`src/rtl/apb_decoder_n.sv`:
```
// Registered 1-to-N APB fabric: decodes the upstream transfer into equal windows above BASE_ADDR
// and replays it on one downstream port. Optional hung-slave timeout via APB_DECODER_TIMEOUT_EN.
module apb_decoder_n #(
    parameter int                    DATA_WIDTH      = 32,
    parameter int                    ADDR_WIDTH      = 32,
    parameter int                    N_SLAVES        = 4,
    parameter int                    SLAVE_ADDR_BITS = 12,
    parameter logic [ADDR_WIDTH-1:0] BASE_ADDR       = '0,
    parameter int                    TIMEOUT_CYCLES  = 255
) (
    input  logic                           PCLK,
    input  logic                           PRESETn,
    input  logic [ADDR_WIDTH-1:0]          s_PADDR,
    input  logic                           s_PSEL,
    input  logic                           s_PENABLE,
    input  logic                           s_PWRITE,
    input  logic [DATA_WIDTH-1:0]          s_PWDATA,
    output logic                           s_PREADY,
    output logic [DATA_WIDTH-1:0]          s_PRDATA,
    output logic                           s_PSLVERR,
    output logic [ADDR_WIDTH-1:0]          m_PADDR,
    output logic                           m_PWRITE,
    output logic [DATA_WIDTH-1:0]          m_PWDATA,
    output logic                           m_PENABLE,
    output logic [N_SLAVES-1:0]            m_PSEL,
    input  logic [N_SLAVES-1:0]            m_PREADY,
    input  logic [N_SLAVES-1:0]            m_PSLVERR,
    input  logic [N_SLAVES*DATA_WIDTH-1:0] m_PRDATA
);

    localparam int                    IW    = (N_SLAVES > 1) ? $clog2(N_SLAVES) : 1;
    localparam logic [ADDR_WIDTH-1:0] NS_A  = ADDR_WIDTH'(N_SLAVES);
    localparam logic [N_SLAVES-1:0]   SEL_1 = N_SLAVES'(1);

    typedef enum logic [2:0] {IDLE, DSETUP, DACCESS, RESP, ERR} state_e;

    state_e state_q, state_d;

    logic [ADDR_WIDTH-1:0] paddr_q;
    logic                  pwrite_q;
    logic [DATA_WIDTH-1:0] pwdata_q;
    logic [IW-1:0]         idx_q;
    logic [DATA_WIDTH-1:0] prdata_q;
    logic                  pslverr_q;
    logic                  abort_q;

    // Decode of the live upstream address; the compare against BASE_ADDR rules out wrap-around.
    logic [ADDR_WIDTH-1:0] offset, slot;
    logic                  mapped, capture;
    assign offset  = s_PADDR - BASE_ADDR;
    assign slot    = offset >> SLAVE_ADDR_BITS;
    assign mapped  = (s_PADDR >= BASE_ADDR) && (slot < NS_A);
    assign capture = (state_q == IDLE) && s_PSEL && !s_PENABLE;

    logic                  sel_rdy;
    logic [DATA_WIDTH-1:0] sel_rdata;
    logic [N_SLAVES-1:0]   sel_oh;
    assign sel_rdy   = m_PREADY[idx_q];
    assign sel_rdata = m_PRDATA[int'(idx_q)*DATA_WIDTH +: DATA_WIDTH];
    assign sel_oh    = SEL_1 << idx_q;

    logic to_hit;
`ifdef APB_DECODER_TIMEOUT_EN
    localparam logic [15:0] TO16 = 16'(TIMEOUT_CYCLES);
    logic [15:0] cnt_q, cnt_d;

    // Counts stalled ACCESS cycles; the cycle that would make it reach the limit fires the timeout.
    assign to_hit = (state_q == DACCESS) && !sel_rdy && ((cnt_q + 16'd1) == TO16);

    always_comb begin
        cnt_d = cnt_q;
        if (state_q == DSETUP)
            cnt_d = '0;
        else if (state_q == DACCESS && !sel_rdy)
            cnt_d = cnt_q + 16'd1;
    end

    always_ff @(posedge PCLK or negedge PRESETn) begin
        if (!PRESETn) cnt_q <= '0;
        else          cnt_q <= cnt_d;
    end
`else
    assign to_hit = 1'b0;
`endif

    always_ff @(posedge PCLK or negedge PRESETn) begin
        if (!PRESETn) state_q <= IDLE;
        else          state_q <= state_d;
    end

    always_comb begin
        state_d = state_q;
        unique case (state_q)
            IDLE:    if (capture) state_d = mapped ? DSETUP : ERR;
            DSETUP:  state_d = DACCESS;
            DACCESS: begin
                if (sel_rdy)     state_d = RESP;
                else if (to_hit) state_d = ERR;
            end
            RESP:    state_d = IDLE;
            ERR:     state_d = IDLE;
            default: state_d = IDLE;
        endcase
    end

    // A master that drops PSEL mid-transfer gets no PREADY; the downstream side still finishes.
    always_comb begin
        m_PSEL    = '0;
        m_PENABLE = 1'b0;
        s_PREADY  = 1'b0;
        s_PRDATA  = '0;
        s_PSLVERR = 1'b0;
        unique case (state_q)
            DSETUP:  m_PSEL = sel_oh;
            DACCESS: begin
                m_PSEL    = sel_oh;
                m_PENABLE = 1'b1;
            end
            RESP: if (!abort_q) begin
                s_PREADY  = 1'b1;
                s_PRDATA  = prdata_q;
                s_PSLVERR = pslverr_q;
            end
            ERR: if (!abort_q) begin
                s_PREADY  = 1'b1;
                s_PSLVERR = 1'b1;
            end
            default: ;
        endcase
    end

    always_ff @(posedge PCLK or negedge PRESETn) begin
        if (!PRESETn) begin
            paddr_q   <= '0;
            pwrite_q  <= 1'b0;
            pwdata_q  <= '0;
            idx_q     <= '0;
            prdata_q  <= '0;
            pslverr_q <= 1'b0;
            abort_q   <= 1'b0;
        end else begin
            if (capture) begin
                paddr_q  <= s_PADDR;
                pwrite_q <= s_PWRITE;
                pwdata_q <= s_PWDATA;
                idx_q    <= slot[IW-1:0];
                abort_q  <= 1'b0;
            end
            if ((state_q == DSETUP || state_q == DACCESS) && !s_PSEL)
                abort_q <= 1'b1;
            if (state_q == DACCESS && sel_rdy) begin
                prdata_q  <= sel_rdata;
                pslverr_q <= m_PSLVERR[idx_q];
            end
        end
    end

    assign m_PADDR  = paddr_q;
    assign m_PWRITE = pwrite_q;
    assign m_PWDATA = pwdata_q;

    a_sel_onehot: assert property (@(posedge PCLK) disable iff (!PRESETn) $onehot0(m_PSEL));
    a_rdy_single: assert property (@(posedge PCLK) disable iff (!PRESETn) s_PREADY |=> !s_PREADY);

endmodule

```
`config.mk`:
```
export PLATFORM = sky130hd
export DESIGN_NAME = apb_decoder_n
export DESIGN_NICKNAME = d
export VERILOG_FILES = /design/src/rtl/apb_decoder_n.sv
export SDC_FILE = /design/constraint.sdc
export NUM_CORES = 1
export LEC_CHECK = 0
export ABC_CLOCK_PERIOD_IN_PS = 1600
export CAP_MARGIN = 15
export CORE_AREA = 2 2 126 128
export DETAILED_ROUTE_END_ITERATION = 12
export DIE_AREA = 0 0 128 130
export HOLD_SLACK_MARGIN = 0.1
export PLACE_DENSITY = 0.76
export SLEW_MARGIN = 20
export SYNTH_ARGS = -nofsm -noshare
export SYNTH_HDL_FRONTEND = slang
export SYNTH_SLANG_ARGS = --single-unit
```
`constraint.sdc`:
```
create_clock -name PCLK -period 1.6 [get_ports PCLK]
set_clock_uncertainty 0.15 [all_clocks]
set_input_delay 0.16 -clock PCLK [delete_from_list [all_inputs] [get_ports PCLK]]
set_output_delay 0.16 -clock PCLK [all_outputs]
set_load 0.01 [all_outputs]
```
; Word level (Yosys, flattened, before mapping)
; Index checks and enable logic that the tools add are counted.
[word_totals]
reg_bits = 104
input_bits = 205
out_inout_bits = 104
wordCells = 50
[op_classes]
n_lt_le_gt_ge = 3
n_eq_ne = 6
shifts = 2
muxes = 18
n_reduce_logical = 13
[op_table]
columns = cell, n
row1 = 128-bit by 8-bit indexed part select with 32-bit output, 1
row2 = 32-bit 2-to-1 mux, 2
row3 = "32-bit by 1-bit greater-or-equal comparator with 1-bit output, second input constant", 1
row4 = "20-bit by 3-bit less-than comparator with 1-bit output, second input constant", 1
row5 = 3-bit 2-to-1 mux, 3
row6 = 3-bit case mux with 3 select lines, 1
row7 = 1-bit 2-to-1 mux, 8
row8 = "3-bit by 2-bit equality test with 1-bit output, second input constant", 2
row9 = 1-bit logical AND, 5
row10 = 1-bit binary-select mux with 2-bit select, 2
row11 = 4-bit 2-to-1 mux, 1
row12 = "2-bit inequality test, second input constant", 2
row13 = 2-bit OR reduction, 2
row14 = "1-bit by 2-bit << shifter with 4-bit output, first input constant", 1
row15 = "3-bit by 1-bit equality test with 1-bit output, second input constant", 1
row16 = "3-bit equality test, second input constant", 1
row17 = 3-bit logical NOT, 1
row18 = "2-bit by 3-bit less-than comparator with 1-bit output, second input constant", 1
row19 = 1-bit logical NOT, 2
row20 = 1-bit case mux with 2 select lines, 1
row21 = 2-bit AND reduction, 1
row22 = 2-bit nonzero test, 1
row23 = 1-bit logical OR, 1

; Longest topological paths before layout
; Gate-level depths: netlist of the first run.
[depth]
depth_word = 5
ltp_mapped = 5
ltp_nobuf = 4

; Least setup slack after synthesis of the first run
; OpenSTA, ideal clock, no wires.
[synth_path]
path_kind = reg2reg
startpoint = reg m_PADDR[12] (netlist name)
endpoint = reg prdata_q[10]
setup_time_ns = 0.125
t_arrival_ns = 1.579
t_required_ns = 1.325
setup_slack_ns = -0.254
stages_incl_launch_ff = 5
n_path_buf = 1
period_less_slack_ns = 1.854
path_cell_list = dfrtp_1 mux4_2 nand2_4 buf_12 mux2_4
[synth_lines]
columns = item, line
row1 = end signal: assignment, 152  ; prdata_q <= sel_rdata;
row2 = end: declaration, 43  ; logic [DATA_WIDTH-1:0] prdata_q;

; Final worst setup path of the first run
[layout_path]
startpoint = reg state_q[2]
endpoint = out s_PRDATA[13]
[layout_via]
elab_chain_len = 2
[layout_lines]
columns = item, line
row1 = start: declaration, 37  ; state_e state_q, state_d;
row2 = start signal: assignment, 88  ; else state_q <= state_d;
row3 = 3-bit by 2-bit equality test with 1-bit output, 113  ; unique case (state_q)
row4 = 32-bit 2-to-1 mux, 113
row5 = end: declaration, 19  ; output logic [DATA_WIDTH-1:0] s_PRDATA,
; No other way between the ends.

==> results by group, run 1 <==
Clock tree
  • Root buffer cell: clkbuf_16
  • TritonCTS clock tree: built
  • Clock Pin Slew Worst Setup and Hold Paths: 0.07 ns
  • Num CTS Buffers: 9
  • Sink Count: ~100
  • H-tree levels: 3
  • Insertion delay to the later sink of the worst-skew pair: between 0.3 and 0.4 ns
  • Clk buf depth: 2

STA
  • Worst setup margin: -0.415 ns
  • Worst Tran Pin Value: 0.379 ns
  • Slew Viols, Final: 0
  • Period utilization: 126%
  • Minimum clock period after layout: about 2.0 ns
  • Final Hold Violating Endpoints: 0
  • Achievable Freq: about 500 MHz
  • Slew headroom: between 70% and 80%
  • RSZ-0062 raised after global routing: yes
  • Final setup vio count: between 100 and 150
  • TNS Setup: -41.93 ns

Layout
  • Final net count: 908
  • Final std cells w/o fill: 900
  • Fill cells: 1107
  • Final Util: between 60% and 70%
  • Ant. Diodes: 0
  • Share of cells above drive strength 1: between 40% and 50%
  • Area delta synth->final: 98.3%

Synthesis
  • Synth warn: 0
  • Synth Flop Type: dfrtp_1
  • Cell area after synthesis: ~5100 um2
  • Post-Synth Adder-Cell Area: 0%
  • Avg Inst Size Synth: between 15 and 20 um2
  • Post-Syn Instances: approximately 320
  • Post-Synth Simple-Gate Area: 6.44%
  • Yosys reg bits: 102
  • EDFF count, synth: 0
  • Syn nets: between 500 and 600
  • Unique masters post-synth: 30
  • Dominant combinational cell family by area after synthesis: multiplexers
  • Post-synthesis sequential area ratio: roughly 50%
  • Post-synthesis compound-gate area fraction: less than 1%
  • Post-Synth XOR/XNOR Area: less than 1%
  • Mux contribution to synthesized area: around two fifths
  • Post-synthesis async set-or-reset flop share: between 90% and 100%

Detailed routing
  • Detailed Routing Iterations Pass 1: 4
  • Final ANT Viol Nets: 0
  • Routed vias/inst: a little under 5
  • DR iter-0 viols: 187
  • Routed WL per cell: between 20 and 25 um
  • # DRC: 0
  • DRT Wirelength: about 18000 um
  • Vias: around 4400

Critical path
  • Reg2reg start: state_q[2]
  • CP peak stage delay: ~0.37 ns
  • CP max stage cell: dfrtp_1
  • Setup crit start kind: flop
  • Peak fanout along the critical path: 7
  • R2r setup slk: -0.39 ns
  • Worst EP required: 1.29 ns
  • WP data arrival: between 1.5 and 2 ns
  • Crit Path Class: reg2out
  • Crit. End Element: output port
  • Crit path cell chain: nand3b_1 -> nor2_4 -> buf_12 -> buf_16 -> buf_8 -> and2_4 -> buf_6
  • Worst flop-to-flop path endpoint: m_PWDATA[8]
  • Reg2reg path depth: 10

Power and ir drop
  • Peak supply drop: around 760 uV
  • Leakage dissipation: about 0.0047 uW
  • Power per cell area: approximately 800 nW/um2
  • Power share of the clock group: 27.4%
  • Cell internal pwr: roughly 6000 uW
  • Pwr Total: approximately 8000 uW
  • Net Sw Power: roughly 2000 uW
  • Comb pwr share: 34.3%
  • Reg power frac: between 30% and 40%
  • Sw Ratio: about a quarter

GRT
  • First-pass GRT wire length: about 27000 um
  • Initial antenna violation count: 0
  • Gr ovfl total: 0
  • Largest net degree at the start of global routing: 52
  • Vias in the first global route: about 4800
  • Overall Global Routing Usage: 21.4%

Status
  • Run status: complete, but fails checks
  • Failing checks: negative setup slack

Floorplan
  • Chip Height: between 100 and 150 um
  • Die Wd: about 130 um
  • # IOs: a little over 300
  • Die area: around 17000 um2
  • Row Count: 46
  • Core Footprint: around 15000 um2
  • Initial Utilization: between 30% and 40%

Place
  • Inst Count DP: 824
  • # port buffers: slightly above 300
  • GP Congestion: about 0.8
  • Post-DP HPWL: roughly 13000 um

Job
  • Max cap viols: 0

Hold path
  • Hold WC Path Type: in2async
-- flip-flops by register name, summed over array words and instances, names as in the netlist --
register / flops
prdata_q: 32
pslverr_q: 1
state_q: 3
abort_q: 1
m_PWDATA: 32
m_PWRITE: 1
m_PADDR: 32
-- repair_timing --
action / 4_1_cts / 5_1_grt
endpoints found under the setup margin: 141 / 163
endpoints found under the hold margin: 102 / 0
hold buffers: 2 / 0
buffers inserted: 47 / 7
pin swaps: 22 / 15
gates resized for setup: 285 / 68
gates cloned: 16 / 1
-- layout by cell type (no fill, tap or decap), types with 10 or more instances in the layout --
master	instances
mux2_4	51
clkbuf_16	10
mux2_2	47
dfrtp_1	100
buf_12	23
mux4_2	29
clkdlybuf4s50_1	243
and2_4	29
dlymetal6s2s_1	21
buf_4	33
buf_6	48
-- metal layers --
| metal | track usage (%) | vias to the layer above | wire length [um] |
|---|---|---|---|
| li1 | - | 1955 | - |
| met1 | 26.6 | 2241 | 7190 |
| met2 | 36.7 | 151 | 9580 |
| met3 | 5.13 | 30 | 895 |
| met4 | 7.63 | 0 | 466 |
| met5 | 0 | - | 0 |
-- power by group through the flow --
stage	registers (uW)	clock network, uW	logic, uW
final	3040	2180	2730
after global routing	3080	2330	2870
after CTS	3040	2250	2790
after detailed placement	3090	0	2380
after global placement	3070	0	2340
after floorplan	3210	0	831
-- critical path, delay by kind of cell (launching register included) --
family / cells / cell delay [ns]
and+or+nand+nor: 3 / 0.52
DFF: 1 / 0.37
buffers and inverters: 4 / 0.46
-- through the flow --
step / setup WS, ns / hold slack, ns / area [um2]
detailed placement: -0.437 / -0.151 / 8640
finish: -0.415 / 0.234 / 10200
floorplan: -0.208 / -0.286 / 5130
global route: -0.500 / 0.259 / 10200
global placement: -0.429 / -0.153 / 8640
CTS: -0.452 / 0.243 / 10000
-- how the worst max path moves through the flow --
stage                      startpoint            to  slack [ns]
after floorplan           m_PADDR[12]  prdata_q[10]       -0.21
after global placement    m_PREADY[3]     pslverr_q       -0.43
after detailed placement  m_PREADY[3]  prdata_q[27]       -0.44
after CTS                  state_q[2]  s_PRDATA[24]       -0.45
after global routing       state_q[2]   s_PRDATA[6]       -0.50
final                      state_q[2]  s_PRDATA[13]       -0.41
-- kinds of logic after synthesis --
kind of cell	count (synthesis)
mux	132
simple gates	53
xor+xnor	1
flops	102
buf+inv	22
compound gates	5
-- final cells by class --
type / instances / area (um2) / area share [%]
flip-flops and latches: 102 / 2550 / 25.1
inverters: 1 / 3.75 / 0.0369
clock buffers: 12 / 246 / 2.42
clock inverters: 4 / 47.5 / 0.468
repair buffers: 397 / 4450 / 43.8
well taps: 192 / 240 / 2.36
multi-input cells: 192 / 2620 / 25.8
-- cells in the mapped netlist, drive strengths merged (2+ instances only) --
cell	n	share of area (%)
and2	32	3.9
dfrtp	102	50
mux2	98	24
nand3	2	0.20
a21oi	2	0.20
nand2	3	0.37
mux4	34	16
clkbuf	6	0.44
buf	15	3.2
nor3b	3	0.54
nor2	4	0.29
nor4	4	0.49
No activity file was read; power rests on OpenSTA's default activity.
==> inputs of run 2 (changes only) <==
- SKIP_LAST_GASP: not set -> 1
- TNS_END_PERCENT: not set -> 5
==> results by group, run 2 (synthesis results as in run 1) <==
Power and ir drop
  • Power share of the clock group: around 29%
  • Peak supply drop: around 770 uV
  • Leakage dissipation: a little under 0.004 uW
  • Comb pwr share: 30.8%
  • Sw Ratio: around a quarter
  • Net Sw Power: 1890 uW
  • Reg power frac: 40.1%
  • Cell internal pwr: approximately 5700 uW
  • Power per cell area: 847 nW/um2

STA
  • Final Hold Violating Endpoints: 0
  • Achievable Freq: 515 MHz
  • Worst setup margin: -0.341 ns
  • RSZ-0062 raised after global routing: yes
  • Slew headroom: between 70% and 80%
  • Final setup vio count: between 100 and 150
  • Minimum clock period after layout: 1.94 ns
  • TNS Setup: -23.64 ns
  • Period utilization: 121%
  • Worst Tran Pin Value: 0.312 ns
  • Slew Viols, Final: 0

Layout
  • Commonest non-fill, non-tap cell in the layout: clkdlybuf4s50_1
  • Share of cells above drive strength 1: 31.0%
  • Footprint of the multi-input gates: 2420 um2
  • Area delta synth->final: 74.3%
  • Ant. Diodes: 0
  • Final net count: 848
  • Finished Cell Area: about 9000 um2
  • Sequential cell area: 2550 um2
  • Most frequent cells in the layout: clkdlybuf4s50_1 (268), dfrtp_1 (101), mux2_2 (52)
  • Fill cells: approximately 1300

Clock tree
  • Sink Count: ~100
  • Clk buf depth: 2
  • Insertion delay to the later sink of the worst-skew pair: between 0.3 and 0.4 ns
  • Num CTS Buffers: 9
  • H-tree levels: 3
  • TritonCTS clock tree: built
  • Clock Pin Slew Worst Setup and Hold Paths: about 0.070 ns
  • Root buffer cell: clkbuf_16

Critical path
  • Crit. End Element: output port
  • CP max stage cell: dfrtp_1
  • Worst EP required: between 1 and 1.5 ns
  • Crit path cell chain: xor2_1 -> nand2b_1 -> inv_2 -> and3_1 -> dlygate4sd2_1
  • Setup crit start kind: flop
  • CP peak stage delay: between 0.4 and 0.5 ns
  • Reg2reg start: m_PADDR[12]
  • Peak fanout along the critical path: 5
  • Reg2reg path depth: 4
  • WP data arrival: ~1.6 ns
  • Worst flop-to-flop path endpoint: prdata_q[31]
  • R2r setup slk: -0.33 ns
  • Crit Path Class: reg2out

Detailed routing
  • Routed vias/inst: between 4 and 5
  • DRT Wirelength: approximately 16000 um
  • Detailed Routing Iterations Pass 1: 4
  • Routed WL per cell: 19.2 um
  • # DRC: 0
  • DR iter-0 viols: 133
  • Vias: 4016
  • Final ANT Viol Nets: 0

Floorplan
  • Row Count: 46
  • Chip Height: around 130 um
  • Die Wd: between 100 and 150 um
  • Initial Utilization: between 30% and 40%
  • Die area: roughly 17000 um2
  • Core Footprint: 15400 um2
  • # IOs: ~310

Place
  • Post-DP HPWL: approximately 13000 um
  • # port buffers: 308
  • GP Congestion: between 0.8 and 0.9
  • Dpl cell area: approximately 8600 um2

Hold path
  • Hold WC Path Type: in2async

Status
  • Run status: complete, but fails checks
  • Failing checks: negative setup slack

GRT
  • Gr ovfl total: 0
  • Initial antenna violation count: 0
  • Overall Global Routing Usage: between 10% and 20%
  • Vias in the first global route: between 4000 and 5000
  • First-pass GRT wire length: ~23000 um
  • Largest net degree at the start of global routing: 56

Job
  • Max cap viols: 0
==> run 2: cell types whose count changed in the layout (fill, tap and decap cells not counted), sizes merged <==
cell and delta:
buf -71, bufbuf -3, clkbuf -1, clkdlybuf4s15 +8
clkdlybuf4s50 +25, clkinv -1, clkinvlp +1, dlygate4sd2 +3
dlygate4sd3 -1, dlymetal6s2s -21, inv +2, nand3 -1
==> run 2: final cells by class <==
type,count,share of cell area (%)
Multi-Input combinational cell,191,27.1
Sequential cell,102,28.6
Clock buffer,10,2.67
Clock inverter,6,0.756
Timing Repair Buffer,338,38.1
Inverter,1,0.0420
Tap cell,192,2.69
==> run 2: repair_timing <==
item | CTS | global route
setup endpoints to repair | 137 | 163
resized for setup | 115 | 46
buffers inserted | 3 | 1
gates cloned | 1 | 1
pin swaps | 1 | 4
hold endpoints to repair | 102 | 0
hold buffers | 1 | 0
==> run 2: how the worst max path moves through the flow <==
| stage | startpoint | endpoint | slack [ns] |
|---|---|---|---|
| 6_report | state_q[0] | m_PSEL[3] | -0.34 |
| 5_1_grt | state_q[2] | s_PRDATA[1] | -0.45 |
| 4_1_cts | state_q[2] | s_PRDATA[23] | -0.43 |
| 3_5_place_dp | m_PREADY[3] | prdata_q[31] | -0.46 |
| 3_3_place_gp | m_PREADY[3] | prdata_q[31] | -0.42 |
| 2_1_floorplan | m_PADDR[12] | prdata_q[10] | -0.21 |
==> run 2: routing by layer <==
| layer | vias to the layer above | track usage (%) | routed length, um |
|---|---|---|---|
| met2 | 144 | 32.3 | 8830 |
| met4 | 0 | 6.72 | 248 |
| met5 | - | 0 | 0 |
| met3 | 18 | 4.88 | 957 |
| li1 | 1822 | - | - |
| met1 | 2032 | 22.4 | 6110 |
==> run 2: power groups by stage <==
stage / sequential [uW] / combinational, uW / clock, uW
detailed placement: 3090 / 2360 / 0
global route: 3070 / 2470 / 2390
CTS: 3040 / 2370 / 2290
global placement: 3060 / 2320 / 0
floorplan: 3210 / 830 / 0
finish: 3040 / 2330 / 2200
==> run 2: critical path: cells and delay by family, from the launching register on <==
family / cells / cell delay, ns
xor gates and xnor gates: 1 / 0.17
buffers and inverters: 2 / 0.34
DFF: 1 / 0.42
and+or+nand+nor: 2 / 0.35
==> run 2: through the flow <==
step                      setup slack, ns  util (%)  std cells  hold slack, ns  total power [uW]
after detailed placement           -0.463      55.5        818          0.0242              5440
after global placement             -0.419      55.5        818          0.0179              5380
final                              -0.341      57.9        840           0.214              7570
after CTS                          -0.434      58.1        839           0.215              7700
after floorplan                    -0.208         -        315          -0.286              4040
after global routing               -0.448      57.9        840           0.231              7940
